`config.mk`:
```
export PLATFORM = sky130hd
export DESIGN_NAME = commit_stage
export DESIGN_NICKNAME = d
export VERILOG_FILES = /design/src/rtl/sys_defs.sv /design/src/rtl/store_buffer.sv /design/src/rtl/commit_stage.sv
export SDC_FILE = /design/constraint.sdc
export NUM_CORES = 1
export LEC_CHECK = 0
export ABC_AREA = 1
export BUFFER_PORTS_ARGS = -buffer_cell sky130_fd_sc_hd__buf_4
export CORE_MARGIN = 2
export CORE_UTILIZATION = 45
export CTS_CLUSTER_SIZE = 20
export DETAILED_ROUTE_END_ITERATION = 7
export PLACE_DENSITY = 0.72
export SYNTH_ARGS = -nofsm -noshare
export SYNTH_HDL_FRONTEND = slang
export SYNTH_SLANG_ARGS = --single-unit
export TNS_END_PERCENT = 100
```
`constraint.sdc`:
```
create_clock -name clock -period 5.33 [get_ports clock]
set_clock_uncertainty 0.15 [all_clocks]
set_input_delay 1.066 -clock clock [delete_from_list [all_inputs] [get_ports clock]]
set_output_delay 1.066 -clock clock [all_outputs]
set_load 0.005 [all_outputs]
```
`src/rtl/sys_defs.sv`:
```
// sys_defs: shared types for the commit stage and its store buffer.
//   ROB_ENTRY  - the ROB head entry presented to commit.
//   SB_ENTRY   - one buffered store {addr, data, size}.
//   sb_state_e - drain FSM states of the store buffer.
//   XLEN and ROB_TAG_LEN are text macros so that callers may override them
//   on the command line. Each file guards its own default definition.
`ifndef XLEN
`define XLEN 32
`endif
`ifndef ROB_TAG_LEN
`define ROB_TAG_LEN 5
`endif

package sys_defs;

  localparam logic [4:0] ZERO_REG = 5'd0;

  // mem_size encodings
  localparam logic [2:0] MEM_BYTE   = 3'b000;
  localparam logic [2:0] MEM_HALF   = 3'b001;
  localparam logic [2:0] MEM_WORD   = 3'b010;
  localparam logic [2:0] MEM_DOUBLE = 3'b011;

  typedef struct packed {
    logic              valid;
    logic              wr_mem;     // instruction is a store
    logic [4:0]        dest_reg;
    logic [`XLEN-1:0]  value;      // result, or store data for stores
    logic [`XLEN-1:0]  dest_addr;  // store address
    logic [2:0]        mem_size;
  } ROB_ENTRY;

  typedef struct packed {
    logic [`XLEN-1:0]  addr;
    logic [`XLEN-1:0]  data;
    logic [2:0]        size;
  } SB_ENTRY;

  typedef enum logic {
    SB_IDLE = 1'b0,
    SB_WAIT = 1'b1
  } sb_state_e;

endpackage

```
`src/rtl/store_buffer.sv`:
```
// store_buffer: FIFO of retired stores draining to data memory.
//   Optional macro: STORE_FORWARD_EN adds fwd_valid_o / fwd_data_o.
// Ports:
//   clock, reset           - clock, synchronous active-high reset
//   push_i, push_entry_i   - enqueue one store at the tail (never while full)
//   mem_wr_req_o/addr/data/size, mem_wr_ack_i - drain handshake
//   ld_check_valid_i/addr_i, addr_match_o      - load probe
//   full_o, count_zero_o, state_o              - status / debug
//
// Drain handshake: mem_wr_req_o is high exactly while the FSM is in SB_WAIT,
// and addr/data/size come from the FIFO head, which only moves on a pop, so
// they are stable until acknowledged. A cycle with req and ack both high
// transfers the head entry and the FSM returns to SB_IDLE, leaving one idle
// cycle before the next request. Ack outside SB_WAIT has no effect. The
// request outputs are driven to zero while no request is pending.
`ifndef XLEN
`define XLEN 32
`endif

module store_buffer
  import sys_defs::*;
#(
  parameter int SB_DEPTH   = 4,
  parameter int SB_PTR_LEN = $clog2(SB_DEPTH)
) (
  input  logic              clock,
  input  logic              reset,
  input  logic              push_i,
  input  SB_ENTRY           push_entry_i,
  input  logic              mem_wr_ack_i,
  input  logic              ld_check_valid_i,
  input  logic [`XLEN-1:0]  ld_check_addr_i,
  output logic              mem_wr_req_o,
  output logic [`XLEN-1:0]  mem_wr_addr_o,
  output logic [`XLEN-1:0]  mem_wr_data_o,
  output logic [2:0]        mem_wr_size_o,
  output logic              addr_match_o,
`ifdef STORE_FORWARD_EN
  output logic              fwd_valid_o,
  output logic [`XLEN-1:0]  fwd_data_o,
`endif
  output logic              full_o,
  output logic              count_zero_o,
  output sb_state_e         state_o
);

  localparam logic [SB_PTR_LEN:0] SB_FULL = (SB_PTR_LEN+1)'(SB_DEPTH);

  SB_ENTRY                mem_q [SB_DEPTH];
  logic [SB_PTR_LEN-1:0]  head_q, head_d;
  logic [SB_PTR_LEN-1:0]  tail_q, tail_d;
  logic [SB_PTR_LEN:0]    count_q, count_d;
  sb_state_e              state_q, state_d;
  logic                   pop;
  SB_ENTRY                head_ent;

  // Next-state: drain FSM plus pointer/count bookkeeping.
  always_comb begin
    state_d = state_q;
    head_d  = head_q;
    tail_d  = tail_q;
    count_d = count_q;
    pop     = 1'b0;
    case (state_q)
      // A push this cycle already counts, so a fresh store is requested
      // in the cycle right after it retires.
      SB_IDLE: if (count_q != '0 || push_i) state_d = SB_WAIT;
      SB_WAIT: if (mem_wr_ack_i) begin
        pop     = 1'b1;
        state_d = SB_IDLE;
      end
      default: state_d = SB_IDLE;
    endcase
    if (push_i) tail_d = tail_q + SB_PTR_LEN'(1);
    if (pop)    head_d = head_q + SB_PTR_LEN'(1);
    case ({push_i, pop})
      2'b10:   count_d = count_q + (SB_PTR_LEN+1)'(1);
      2'b01:   count_d = count_q - (SB_PTR_LEN+1)'(1);
      default: count_d = count_q;
    endcase
  end

  always_ff @(posedge clock) begin
    if (reset) begin
      state_q <= SB_IDLE;
      head_q  <= '0;
      tail_q  <= '0;
      count_q <= '0;
    end else begin
      state_q <= state_d;
      head_q  <= head_d;
      tail_q  <= tail_d;
      count_q <= count_d;
    end
  end

  // Storage needs no reset: occupancy is defined by head/count alone.
  always_ff @(posedge clock) begin
    if (push_i) mem_q[tail_q] <= push_entry_i;
  end

  assign head_ent      = mem_q[head_q];
  assign mem_wr_req_o  = (state_q == SB_WAIT);
  assign mem_wr_addr_o = mem_wr_req_o ? head_ent.addr : '0;
  assign mem_wr_data_o = mem_wr_req_o ? head_ent.data : '0;
  assign mem_wr_size_o = mem_wr_req_o ? head_ent.size : '0;
  assign full_o        = (count_q == SB_FULL);
  assign count_zero_o  = (count_q == '0);
  assign state_o       = state_q;

  // Walk from oldest to youngest; a later hit overrides an earlier one, so
  // the surviving hit is the youngest matching entry. Slot k (offset from
  // head) is occupied when k < count.
  logic [SB_PTR_LEN-1:0] slot;
  logic                  any_hit;
`ifdef STORE_FORWARD_EN
  SB_ENTRY               hit_ent;
`endif

  always_comb begin
    slot    = '0;
    any_hit = 1'b0;
`ifdef STORE_FORWARD_EN
    hit_ent = '0;
`endif
    for (int k = 0; k < SB_DEPTH; k++) begin
      slot = head_q + SB_PTR_LEN'(k);
      if (((SB_PTR_LEN+1)'(k) < count_q) && (mem_q[slot].addr == ld_check_addr_i)) begin
        any_hit = 1'b1;
`ifdef STORE_FORWARD_EN
        hit_ent = mem_q[slot];
`endif
      end
    end
  end

  assign addr_match_o = ld_check_valid_i && any_hit;

`ifdef STORE_FORWARD_EN
  // Only a full-word youngest match can supply the load's data.
  assign fwd_valid_o = addr_match_o && (hit_ent.size == MEM_WORD);
  assign fwd_data_o  = fwd_valid_o ? hit_ent.data : '0;
`endif

endmodule

```
`src/rtl/commit_stage.sv`:
```
// commit_stage: retires the ROB head, one instruction per cycle.
//   Optional macro: STORE_FORWARD_EN adds sb_fwd_valid / sb_fwd_data.
// Ports:
//   clock, reset                        - clock, synchronous active-high reset
//   head_entry, head_ready, head_tag    - ROB head
//   commit_stall                        - head may not retire this cycle
//   rf_wr_en/idx/data                   - architectural register write
//   map_clear_en/idx/tag                - map-table clear for the retiring tag
//   mem_wr_req/addr/data/size, mem_wr_ack - store drain to memory
//   ld_check_valid/addr, sb_addr_match  - load probe of pending stores
//   sb_empty                            - no buffered or in-flight store
//   retire_count                        - retired instructions since reset
// All commit outputs are combinational in the retire cycle.
`ifndef XLEN
`define XLEN 32
`endif
`ifndef ROB_TAG_LEN
`define ROB_TAG_LEN 5
`endif

module commit_stage
  import sys_defs::*;
#(
  parameter int SB_DEPTH   = 4,
  parameter int SB_PTR_LEN = $clog2(SB_DEPTH)
) (
  input  logic                     clock,
  input  logic                     reset,
  input  ROB_ENTRY                 head_entry,
  input  logic                     head_ready,
  input  logic [`ROB_TAG_LEN-1:0]  head_tag,
  output logic                     commit_stall,
  output logic                     rf_wr_en,
  output logic [4:0]               rf_wr_idx,
  output logic [`XLEN-1:0]         rf_wr_data,
  output logic                     map_clear_en,
  output logic [4:0]               map_clear_idx,
  output logic [`ROB_TAG_LEN-1:0]  map_clear_tag,
  output logic                     mem_wr_req,
  output logic [`XLEN-1:0]         mem_wr_addr,
  output logic [`XLEN-1:0]         mem_wr_data,
  output logic [2:0]               mem_wr_size,
  input  logic                     mem_wr_ack,
  input  logic                     ld_check_valid,
  input  logic [`XLEN-1:0]         ld_check_addr,
  output logic                     sb_addr_match,
`ifdef STORE_FORWARD_EN
  output logic                     sb_fwd_valid,
  output logic [`XLEN-1:0]         sb_fwd_data,
`endif
  output logic                     sb_empty,
  output logic [31:0]              retire_count
);

  logic       head_live;
  logic       retire;
  logic       writes_reg;
  logic       sb_push;
  logic       sb_full;
  logic       sb_count_zero;
  sb_state_e  sb_state;
  SB_ENTRY    sb_push_entry;
  logic [31:0] retire_count_q, retire_count_d;

  assign head_live = head_entry.valid && head_ready;

  // Stall on a full buffer even if a pop happens this cycle: there is no
  // same-cycle bypass from the drain side into the enqueue side.
  assign commit_stall = head_live && head_entry.wr_mem && sb_full;
  assign retire       = head_live && !commit_stall;

  assign writes_reg    = retire && !head_entry.wr_mem && (head_entry.dest_reg != ZERO_REG);
  assign rf_wr_en      = writes_reg;
  assign rf_wr_idx     = writes_reg ? head_entry.dest_reg : '0;
  assign rf_wr_data    = writes_reg ? head_entry.value : '0;
  assign map_clear_en  = writes_reg;
  assign map_clear_idx = writes_reg ? head_entry.dest_reg : '0;
  assign map_clear_tag = writes_reg ? head_tag : '0;

  assign sb_push       = retire && head_entry.wr_mem;
  assign sb_push_entry = '{addr: head_entry.dest_addr,
                           data: head_entry.value,
                           size: head_entry.mem_size};

  assign retire_count_d = retire ? retire_count_q + 32'd1 : retire_count_q;

  always_ff @(posedge clock) begin
    if (reset) retire_count_q <= '0;
    else       retire_count_q <= retire_count_d;
  end

  assign retire_count = retire_count_q;
  assign sb_empty     = sb_count_zero && (sb_state == SB_IDLE);

  store_buffer #(
    .SB_DEPTH   (SB_DEPTH),
    .SB_PTR_LEN (SB_PTR_LEN)
  ) u_store_buffer (
    .clock            (clock),
    .reset            (reset),
    .push_i           (sb_push),
    .push_entry_i     (sb_push_entry),
    .mem_wr_ack_i     (mem_wr_ack),
    .ld_check_valid_i (ld_check_valid),
    .ld_check_addr_i  (ld_check_addr),
    .mem_wr_req_o     (mem_wr_req),
    .mem_wr_addr_o    (mem_wr_addr),
    .mem_wr_data_o    (mem_wr_data),
    .mem_wr_size_o    (mem_wr_size),
    .addr_match_o     (sb_addr_match),
`ifdef STORE_FORWARD_EN
    .fwd_valid_o      (sb_fwd_valid),
    .fwd_data_o       (sb_fwd_data),
`endif
    .full_o           (sb_full),
    .count_zero_o     (sb_count_zero),
    .state_o          (sb_state)
  );

endmodule
```
==> run_results.csv <==
group,metric,value,unit
run_status,outcome,"completed",
finish,nets,2761,
power_and_ir_drop,finalPower,6.31,mW
grt,grt.overflow.total,0,
placement,place.gp.congestion,1.09,
floorplan,io-pin-count,268,
setup_path,cp-startpoint,"u_store_buffer.head_q[1]",
power_and_ir_drop,switching_power,1.92,mW
grt,grt_pass1_wl,88500,µm
flow_run,maxCapViolCount,0,
timing,rsz0062_at_grt,"false",
clocking,cts_sinks,310,
setup_path,crit_end,"sb_addr_match",
synth,synth_top_area_cell,"edfxtp_1",
drt,detail_route.wl_per_cell,18.3,µm
placement,dp_hpwl,41500,µm
min_path,hold_path.class,"flop to flop",
timing,fin_crit_sh,87.1,%
timing,fin_crit,4.64,ns
drt,top_layer_used,"met5",
grt,grt_max_degree,89,
floorplan,die_area,41100,µm²
setup_path,r2r-end,"u_store_buffer.mem_q[0][23]",
synth,syn-cell-area,17800,µm²
clocking,clock_path_buffers,3,
setup_path,arrival,3.43,ns
timing,hold_viol_final,0,
setup_path,critical_path_depth,15,
setup_path,cp.buffers_inverters,3,
setup_path,cpMaxStageDelayCell,"dfxtp_1",
synth,synth.distinct_cells,40,
power_and_ir_drop,switching_share,30.4,%
synth,synth_nets,2541,
synth,avgSynthCellArea,7.35,µm²
finish,final-instance-count-excl-fill,3178,
drt,wirelength,58100,µm
drt,wl_met2,26300,µm
grt,first_global_vias,15746,
placement,numPortBuffers,267,
synth,ys_seq_area_share,50.0,%
timing,worst_slew_pin_slew,0.884,ns
power_and_ir_drop,pwr-share-clk,35.4,%
timing,setup_tns,0,ns
finish,drive_gt1_share,13.7,%
floorplan,rows,72,
setup_path,crit_fanout,42,
synth,async_reset_ff_share,0,%
setup_path,path_cells,"inv_4 > nand2_2 > nand2_2 > buf_4 > nand2_1 > nand3_1 > nand4_1 > nor2_1 > nand2_1 > nor2_1 > nand3_1 > nand2_1 > nor2_1 > nor2_1 > buf_4",
power_and_ir_drop,power.internal,4.40,mW
drt,vias,17002,
power_and_ir_drop,p_per_area,297,nW/µm²
clocking,clk_pin_slew,0.06,ns
clocking,post-cts-setup-buffers,0,
setup_path,rr_startpoint,"u_store_buffer.count_q[0]",
placement,dp.cells,3117,
floorplan,start_util,45.8,%
drt,wl_met3,5910,µm
drt,drc,0,
setup_path,crit_family,"simple AND/OR/NAND/NOR gates",
setup_path,regToRegSetupSlack,2.01,ns
setup_path,critPathCaptureType,"output port",
setup_path,required,4.11,ns
grt,globalRouteTotalUtil,27.8,%
floorplan,die_h,203,µm
power_and_ir_drop,cellLeakagePower,9.75,nW
drt,viasPerCell,5.35,
floorplan,die_w,203,µm
timing,slew_violations,0,
timing,max_freq,0.215,GHz
setup_path,crit_path_frequent_cell,"nor2_1",
synth,netlist_top_cells_count,"nand2_1, nor2_1, edfxtp_1",
synth,synth.most_common_cell,"nand2_1",
synth,yosys-top-cells-area,"edfxtp_1, nand2_1, nor2_1",
power_and_ir_drop,irDropWorstVdd,0.277,mV
power_and_ir_drop,comb_power_share,21.6,%
synth,synthCells,2416,
clocking,cts.repair.resized,0,
clocking,cts_hold_buf,0,
synth,synth_warnings,0,
timing,holdWs,0.355,ns
finish,syn2layout_area_growth,19.7,%
setup_path,rr_worst_depth,8,
setup_path,critical-path-max-stage-delay,0.48,ns
clocking,clock-root-buffer,"clkbuf_16",
timing,setup_viol,0,
clocking,htreeDepth,2,
synth,synth-edff-count,268,
synth,synth_top_area_share,45.3,%
clocking,cts_buffers,35,
synth,ys_seq_elements,310,
setup_path,cp-start-kind,"flop",
setup_path,crit_type,"flop to output port",
placement,post_dp_cell_area,20200,µm²
finish,stdcell_area,21300,µm²
finish,post-route-util,54.8,%
timing,layout_setup_ws,0.689,ns
timing,maxSlewHeadroom,41.0,%
power_and_ir_drop,seq_power_share,42.9,%
floorplan,core-area,38800,µm²
drt,wl_met1,23200,µm
drt,firstDrtPassIters,8,
synth,ys.flop_type,"edfxtp_1",
grt,antenna_found_initial,2,
drt,drtIter0Drc,1663,
clocking,cts_tree,"yes",
drt,ant_nets,0,
clocking,clk_latency,0.55,ns
placement,pre_cts_ws,1.36,ns
min_path,holdPathStages,1,
[layer usage]
| metal | vias up | GRT usage (%) |
|---|---|---|
| li1 | 8223 | - |
| met2 | 852 | 44.6 |
| met5 | - | 0 |
| met4 | 2 | 13.1 |
| met3 | 139 | 6.93 |
| met1 | 7786 | 35.3 |
[cell usage in the layout, fill, tap and decap left out, types with 3 or more instances in the layout]
master	count
clkbuf_1	6
buf_4	290
clkbuf_16	35
nor4_1	6
nor2_1	310
o21a_1	3
inv_2	3
nand4_1	18
nand3_1	188
nor3_1	22
a21oi_1	82
edfxtp_1	268
dfxtp_1	39
and2_1	3
buf_12	3
clkinv_2	6
a31oi_1	3
o21ai_0	123
ha_1	9
a22oi_1	6
inv_1	205
nand2_2	5
nand2_1	961
nor2_4	5
o21ai_1	7
xor2_1	18
clkinv_1	6
[sequential cells by signal, summed over array words and instances (netlist names), named ones only]
register                     flops
u_store_buffer.count_q           3
u_store_buffer.mem_wr_req_o      1
retire_count                    32
u_store_buffer.head_q            2
u_store_buffer.tail_q            2
u_store_buffer.mem_q           268
[worst reg2reg max path, stage by stage (launching register included)]
cell,delay [ns]
dfxtp_1,0.39
inv_1,0.11
ha_1,0.24
nand3_1,0.15
nand2_2,0.14
inv_1,0.20
nand2_1,0.36
nor2_4,0.63
buf_4,0.54
[power by group through the flow]
stage | combinational, mW | clock, mW | sequential [mW]
detailed placement | 1.35 | 0 | 2.76
CTS | 1.35 | 2.29 | 2.71
finish | 1.37 | 2.24 | 2.71
global placement | 1.33 | 0 | 2.76
global route | 1.51 | 2.38 | 2.71
floorplan | 0.813 | 0 | 2.74
[cell families after synthesis]
| group | count (synthesis) | share of synthesized area, % |
|---|---|---|
| adders and majority gates | 9 | 0.634 |
| AOI/OAI and AO/OA | 234 | 6.92 |
| buffers and inverters | 320 | 7.18 |
| DFF | 310 | 50.0 |
| and+or+nand+nor | 1524 | 34.3 |
| xor gates and xnor gates | 19 | 0.937 |
[cell type report]
cell class	instances	area (µm²)
Antenna cell	1	2.50
Sequential cell	310	8900
Clock buffer	41	898
Tap cell	518	648
Clock inverter	19	148
Inverter	210	792
Timing Repair Buffer	293	2240
Multi-Input combinational cell	1786	7640
Fill cell	3591	17600
[worst min-delay path by stage]
| stage | start | to | slack [ns] |
|---|---|---|---|
| after global routing | retire_count[26] | retire_count[26] | 0.38 |
| after floorplan | retire_count[23] | retire_count[23] | 0.32 |
| after CTS | retire_count[17] | retire_count[17] | 0.35 |
| after global placement | retire_count[17] | retire_count[17] | 0.32 |
| final | retire_count[17] | retire_count[17] | 0.36 |
| after detailed placement | retire_count[17] | retire_count[17] | 0.33 |
(Power assumes the default switching activity.)
